### src/rtl/aes_key_sched.sv
// -----------------------------------------------------------------------------
// aes_key_sched -- sequential AES-128 round-key generator.
//
// Expands a 128-bit cipher key into round keys 0..10 and hands them out one
// per valid/ready handshake. Keys are computed on the fly: only the current
// round key and rcon are held, and SubWord uses four aes_sbox instances.
//
// Byte layout (rk and key_in): byte 15 is the first key byte. Word wN is
// {rk[15-4N], rk[14-4N], rk[13-4N], rk[12-4N]}, high byte = row 0.
//
// Ports:
//   clk       in   clock
//   rst_n     in   asynchronous active-low reset
//   start     in   load key_in and begin an expansion (sampled in IDLE only)
//   key_in    in   [7:0] x16 cipher key
//   rk_ready  in   consumer accepts rk this cycle
//   rk_valid  out  rk / rk_round valid
//   rk        out  [7:0] x16 current round key
//   rk_round  out  [3:0] round index 0..10
//   busy      out  high in every state except IDLE
//   done      out  one-cycle pulse after round key 10 is accepted
//
// Build option: define AES_KEY_SCHED_FAST_EN to drop the GEN state and load
// the next key straight on the handshake edge (one key per cycle).
// -----------------------------------------------------------------------------

// Combinational AES S-box: multiplicative inverse in GF(2^8) + affine map.
module aes_sbox (
  input  logic [7:0] in_i,
  output logic [7:0] out_o
);

  // GF(2^8) multiply modulo x^8 + x^4 + x^3 + x + 1.
  function automatic logic [7:0] gf_mul(input logic [7:0] a, input logic [7:0] b);
    logic [7:0] p;
    logic [7:0] x;
    p = 8'h00;
    x = a;
    for (int i = 0; i < 8; i++) begin
      if (b[i]) p = p ^ x;
      x = {x[6:0], 1'b0} ^ (x[7] ? 8'h1b : 8'h00);
    end
    return p;
  endfunction

  // a^254 == a^-1 for a != 0, and maps 0 to 0 as the S-box requires.
  function automatic logic [7:0] gf_inv(input logic [7:0] a);
    logic [7:0] r;
    logic [7:0] s;
    r = 8'h01;
    s = a;
    for (int i = 1; i < 8; i++) begin
      s = gf_mul(s, s);
      r = gf_mul(r, s);
    end
    return r;
  endfunction

  logic [7:0] inv;

  assign inv   = gf_inv(in_i);
  assign out_o = inv ^ {inv[6:0], inv[7]} ^ {inv[5:0], inv[7:6]}
               ^ {inv[4:0], inv[7:5]} ^ {inv[3:0], inv[7:4]} ^ 8'h63;

endmodule

module aes_key_sched (
  input  logic       clk,
  input  logic       rst_n,
  input  logic       start,
  input  logic [7:0] key_in [15:0],
  input  logic       rk_ready,
  output logic       rk_valid,
  output logic [7:0] rk [15:0],
  output logic [3:0] rk_round,
  output logic       busy,
  output logic       done
);

  localparam int unsigned NBYTES   = 16;
  localparam int unsigned LAST_RND = 10;

`ifdef AES_KEY_SCHED_FAST_EN
  typedef enum logic [1:0] {S_IDLE, S_OUT} state_e;
`else
  typedef enum logic [1:0] {S_IDLE, S_OUT, S_GEN} state_e;
`endif

  state_e     state_q, state_d;
  logic [7:0] rk_q [NBYTES-1:0];
  logic [7:0] rk_d [NBYTES-1:0];
  logic [3:0] round_q, round_d;
  logic [7:0] rcon_q, rcon_d;
  logic       valid_q, busy_q, done_q, done_d;

  // Next round key, derived combinationally from the current one.
  logic [127:0] rk_flat;
  logic [31:0]  w0, w1, w2, w3;
  logic [31:0]  rot, sub, t;
  logic [31:0]  n0, n1, n2, n3;
  logic [127:0] nk_flat;
  logic [7:0]   nk [NBYTES-1:0];
  logic [7:0]   sub_b [4];
  logic [7:0]   rcon_nx;

  always_comb begin
    for (int i = 0; i < NBYTES; i++) rk_flat[8*i +: 8] = rk_q[i];
  end

  assign w0  = rk_flat[127:96];
  assign w1  = rk_flat[95:64];
  assign w2  = rk_flat[63:32];
  assign w3  = rk_flat[31:0];
  assign rot = {w3[23:0], w3[31:24]};

  for (genvar g = 0; g < 4; g++) begin : g_sbox
    aes_sbox u_sbox (
      .in_i  (rot[8*g +: 8]),
      .out_o (sub_b[g])
    );
  end

  assign sub     = {sub_b[3], sub_b[2], sub_b[1], sub_b[0]};
  assign t       = sub ^ {rcon_q, 24'h000000};
  assign n0      = w0 ^ t;
  assign n1      = w1 ^ n0;
  assign n2      = w2 ^ n1;
  assign n3      = w3 ^ n2;
  assign nk_flat = {n0, n1, n2, n3};

  always_comb begin
    for (int i = 0; i < NBYTES; i++) nk[i] = nk_flat[8*i +: 8];
  end

  // xtime: multiply rcon by x in GF(2^8).
  assign rcon_nx = {rcon_q[6:0], 1'b0} ^ (rcon_q[7] ? 8'h1b : 8'h00);

  // State register and datapath registers.
  always_ff @(posedge clk or negedge rst_n) begin
    if (!rst_n) begin
      state_q <= S_IDLE;
      for (int i = 0; i < NBYTES; i++) rk_q[i] <= 8'h00;
      round_q <= 4'd0;
      rcon_q  <= 8'h01;
      valid_q <= 1'b0;
      busy_q  <= 1'b0;
      done_q  <= 1'b0;
    end else begin
      state_q <= state_d;
      for (int i = 0; i < NBYTES; i++) rk_q[i] <= rk_d[i];
      round_q <= round_d;
      rcon_q  <= rcon_d;
      valid_q <= (state_d == S_OUT);
      busy_q  <= (state_d != S_IDLE);
      done_q  <= done_d;
    end
  end

  // Next-state and datapath update.
  always_comb begin
    state_d = state_q;
    for (int i = 0; i < NBYTES; i++) rk_d[i] = rk_q[i];
    round_d = round_q;
    rcon_d  = rcon_q;
    done_d  = 1'b0;

    case (state_q)
      S_IDLE: begin
        if (start) begin
          for (int i = 0; i < NBYTES; i++) rk_d[i] = key_in[i];
          round_d = 4'd0;
          rcon_d  = 8'h01;
          state_d = S_OUT;
        end
      end

      S_OUT: begin
        if (rk_ready) begin
          if (round_q == 4'(LAST_RND)) begin
            state_d = S_IDLE;
            done_d  = 1'b1;
          end else begin
`ifdef AES_KEY_SCHED_FAST_EN
            for (int i = 0; i < NBYTES; i++) rk_d[i] = nk[i];
            round_d = round_q + 4'd1;
            rcon_d  = rcon_nx;
`else
            state_d = S_GEN;
`endif
          end
        end
      end

`ifndef AES_KEY_SCHED_FAST_EN
      S_GEN: begin
        for (int i = 0; i < NBYTES; i++) rk_d[i] = nk[i];
        round_d = round_q + 4'd1;
        rcon_d  = rcon_nx;
        state_d = S_OUT;
      end
`endif

      default: state_d = S_IDLE;
    endcase
  end

  assign rk_valid = valid_q;
  assign rk       = rk_q;
  assign rk_round = round_q;
  assign busy     = busy_q;
  assign done     = done_q;

endmodule

### config.mk
export PLATFORM = sky130hd
export DESIGN_NAME = aes_key_sched
export DESIGN_NICKNAME = d
export VERILOG_FILES = /design/src/rtl/aes_key_sched.sv
export SDC_FILE = /design/constraint.sdc
export NUM_CORES = 2
export LEC_CHECK = 0
export CORE_AREA = 3 3 341 343
export CTS_CLUSTER_DIAMETER = 150
export DETAILED_ROUTE_END_ITERATION = 6
export DIE_AREA = 0 0 344 346
export PLACE_DENSITY = 0.81
export SYNTH_ARGS = -nofsm -noshare
export SYNTH_HDL_FRONTEND = slang
export SYNTH_SLANG_ARGS = --single-unit
### constraint.sdc
create_clock -name clk -period 22.9 [get_ports clk]
set_clock_uncertainty 0.05 [all_clocks]
set_input_delay 4.58 -clock clk [delete_from_list [all_inputs] [get_ports clk]]
set_output_delay 4.58 -clock clk [all_outputs]
set_load 0.01 [all_outputs]
==> out/qor.csv <==
metric,value,unit
dieHeight,346,µm
failed_checks,design-rule violations,
ant_nets,0,
nets,8769,
port_buffers,266,
fillers,10400,
clk_latency,0.50,ns
synth_edf_count,0,
hold_violations,0,
synth_mux_area_frac,0.0418,
wire_per_inst,20.2,µm
initial_core_util,0.545,
row_count,124,
synthTopCellsByCount,"1881 x xnor2_1, 1347 x nor2_1, 822 x nand2_1",
clk_pin_slew,0.08,ns
fin_crit,20.58,ns
async_flop_share,1.00,
synth_top_family_by_area,XOR/XNOR gates,
startpoint_type,register,
dieArea,0.119,mm²
synth-adder-area-share,0.00504,
worst_path_largest_cell_delay,0.98,ns
die_w,344,µm
slew_headroom,0.165,
cp_top_family,XOR/XNOR gates,
cp_slowest_cell,ha_1,
synthXorXnorAreaFrac,0.457,
setup_violations,0,
synth_ff_type,dfrtp_1,
gp_routability_congestion,1.00,
ys_types,117,
cts_resized,0,
cts_hold_buf,0,
clkSinkCount,145,
cts_tree,yes,
grt_pass1_wl,323,mm
met3_usage,0.0637,
grt_pass1_vias,58000,
worstSetupEndpointType,register,
synthCells,8651,
worstPathRequired,23.23,ns
syn2layout_area_growth,8.40,%
drc_errors,24,
yosysMostFrequentCell,xnor2_1,
finalMaxSlewViolations,0,
post-dp-hpwl,151,mm
yosys-top-cells-area,"xnor2_1 27%, nor2_1 8.1%, xor2_1 7.3%",
cp.arrival,20.91,ns
cap_violations,0,
vias,62800,
yosys.area_share.simple,0.206,
grt_max_degree,85,
r2r_slack,2.32,ns
path_class,reg -> reg,
tns,0,ns
drt_iter0_markers,7457,
drive_above_1_share,0.0725,
synth_compound_area_frac,0.187,
period_share,0.899,
avgViaCountPerCell,6.19,
r2r_start,rk[23]$_DFFE_PN0P_,
status,finished with violations,
worst_slew_pin_slew,1.24,ns
h-tree-depth,4,
clock.fmax,48.6,MHz
avgSynthCellArea,7.18,µm²
grt_usage,0.329,
crit_path_end,rk[25]$_DFFE_PN0P_,
grt_overflow,0,
post_synth_instance_area,0.0621,mm²
antenna_found_initial,5,
top_usage_layer,met2,
coreArea,0.114,mm²
drt_pass1_iterations,7,
postRouteWirelength,205,mm
cp_max_fo,31,
synth_top_area_frac,0.265,
use_met1,0.448,
worst-path-buf-inv,4,
ys_warn_count,0,
worst_path_most_repeated_cell,xnor2_1,
path_depth,61,
rsz0062_at_grt,false,
hold_class,reg -> reg,
post-cts-setup-buffers,0,
ctsLongestPathBuffers,2,
r2r_end,rk[25]$_DFFE_PN0P_,
ys_seq_elements,145,
gr-usage-met2,0.514,
ff2ff_path_depth,61,
ys_seq_area_frac,0.0585,
syn_nets,8804,
cts-root-buf,clkbuf_16,
ios,267,
cts-buffers-inserted,17,
startpoint,rk[23]$_DFFE_PN0P_,
yosys.area.top_type,xnor2_1,
metrics by stage:
step                      instances  hold slack (ns)  cell area (µm²)  setup WS, ns  utilization
final                         10100            0.489            67300          2.32        0.591
after global routing          10100            0.523            67300          1.09        0.591
after CTS                     10100            0.489            67300          2.73        0.591
after detailed placement      10100            0.477            66700          2.88        0.586
after global placement        10100            0.453            66700          3.17        0.586
after floorplan                8651            0.442            62100          6.88            -
routing by layer:
metal	up-vias	wire, µm
li1	29300	-
met1	29700	83800
met2	3347	90300
met3	491	22900
met4	2	8050
met5	-	13
worst register-to-register path, delay by kind of cell (launching register included):
family | cells | cell delay, ns
xor gates and xnor gates | 21 | 7.17
adders and majority gates | 3 | 1.75
buffers and inverters | 4 | 1.83
DFF | 1 | 0.66
muxes | 5 | 1.69
AOI/OAI and AO/OA | 17 | 4.96
and+or+nand+nor | 11 | 2.37
cell usage in the layout (no fill, tap or decap), types with 38 or more instances in the layout:
master / n
xnor2_1: 1846
nor2_1: 1343
nand2_1: 821
a21oi_1: 525
xor2_1: 509
o21ai_0: 383
buf_4: 268
clkdlybuf4s50_1: 264
mux2i_1: 200
nor3_1: 192
xnor3_1: 183
nand3_1: 180
o22ai_1: 158
dfrtp_1: 142
xnor2_2: 112
nor2b_1: 93
inv_1: 92
a211oi_1: 92
a31oi_1: 66
nand2b_1: 65
a22oi_1: 54
o211ai_1: 46
and2_1: 46
xor2_2: 44
and3_1: 41
o22a_1: 38
state kept, by name (all words and copies together) (netlist names):
| signal | count |
|---|---|
| rk | 128 |
| rcon_q | 8 |
| rk_round | 4 |
| state_q | 2 |
| busy | 1 |
| done | 1 |
| rk_valid | 1 |
logic make-up after synthesis:
| family | count (synthesis) |
|---|---|
| xor+xnor | 2750 |
| simple gates | 2965 |
| fa+ha+maj | 26 |
| mux | 248 |
| buf+inv | 708 |
| compound gates | 1809 |
| flops | 145 |
final cells by class:
class                           count  area (µm²)  share of cell area
Clock inverter                     15         190             0.00283
Antenna cell                        3        7.51            0.000112
Multi-Input combinational cell   7798       56000               0.832
Clock buffer                       17         425             0.00632
Timing Repair Buffer              534        4680              0.0695
Inverter                          120         453             0.00673
Sequential cell                   145        3640              0.0540
Tap cell                         1512        1890              0.0281
worst min path at each step:
stage	startpoint	end	slack, ns	cells past startpoint
final	rk_round[3]$_DFFE_PN0P_	rk_round[3]$_DFFE_PN0P_	0.49	1
after global routing	rcon_q[6]$_DFFE_PN0P_	rcon_q[7]$_DFFE_PN0P_	0.52	1
after CTS	rk_round[3]$_DFFE_PN0P_	rk_round[3]$_DFFE_PN0P_	0.49	1
after detailed placement	rk_round[3]$_DFFE_PN0P_	rk_round[3]$_DFFE_PN0P_	0.48	1
after global placement	rk_round[3]$_DFFE_PN0P_	rk_round[3]$_DFFE_PN0P_	0.45	1
after floorplan	rcon_q[4]$_DFFE_PN0P_	rcon_q[4]$_DFFE_PN0P_	0.44	2
Power is left out: the tool's default activity adds up to more than one toggle a clock period on the data nets, which glitch-free logic cannot reach.
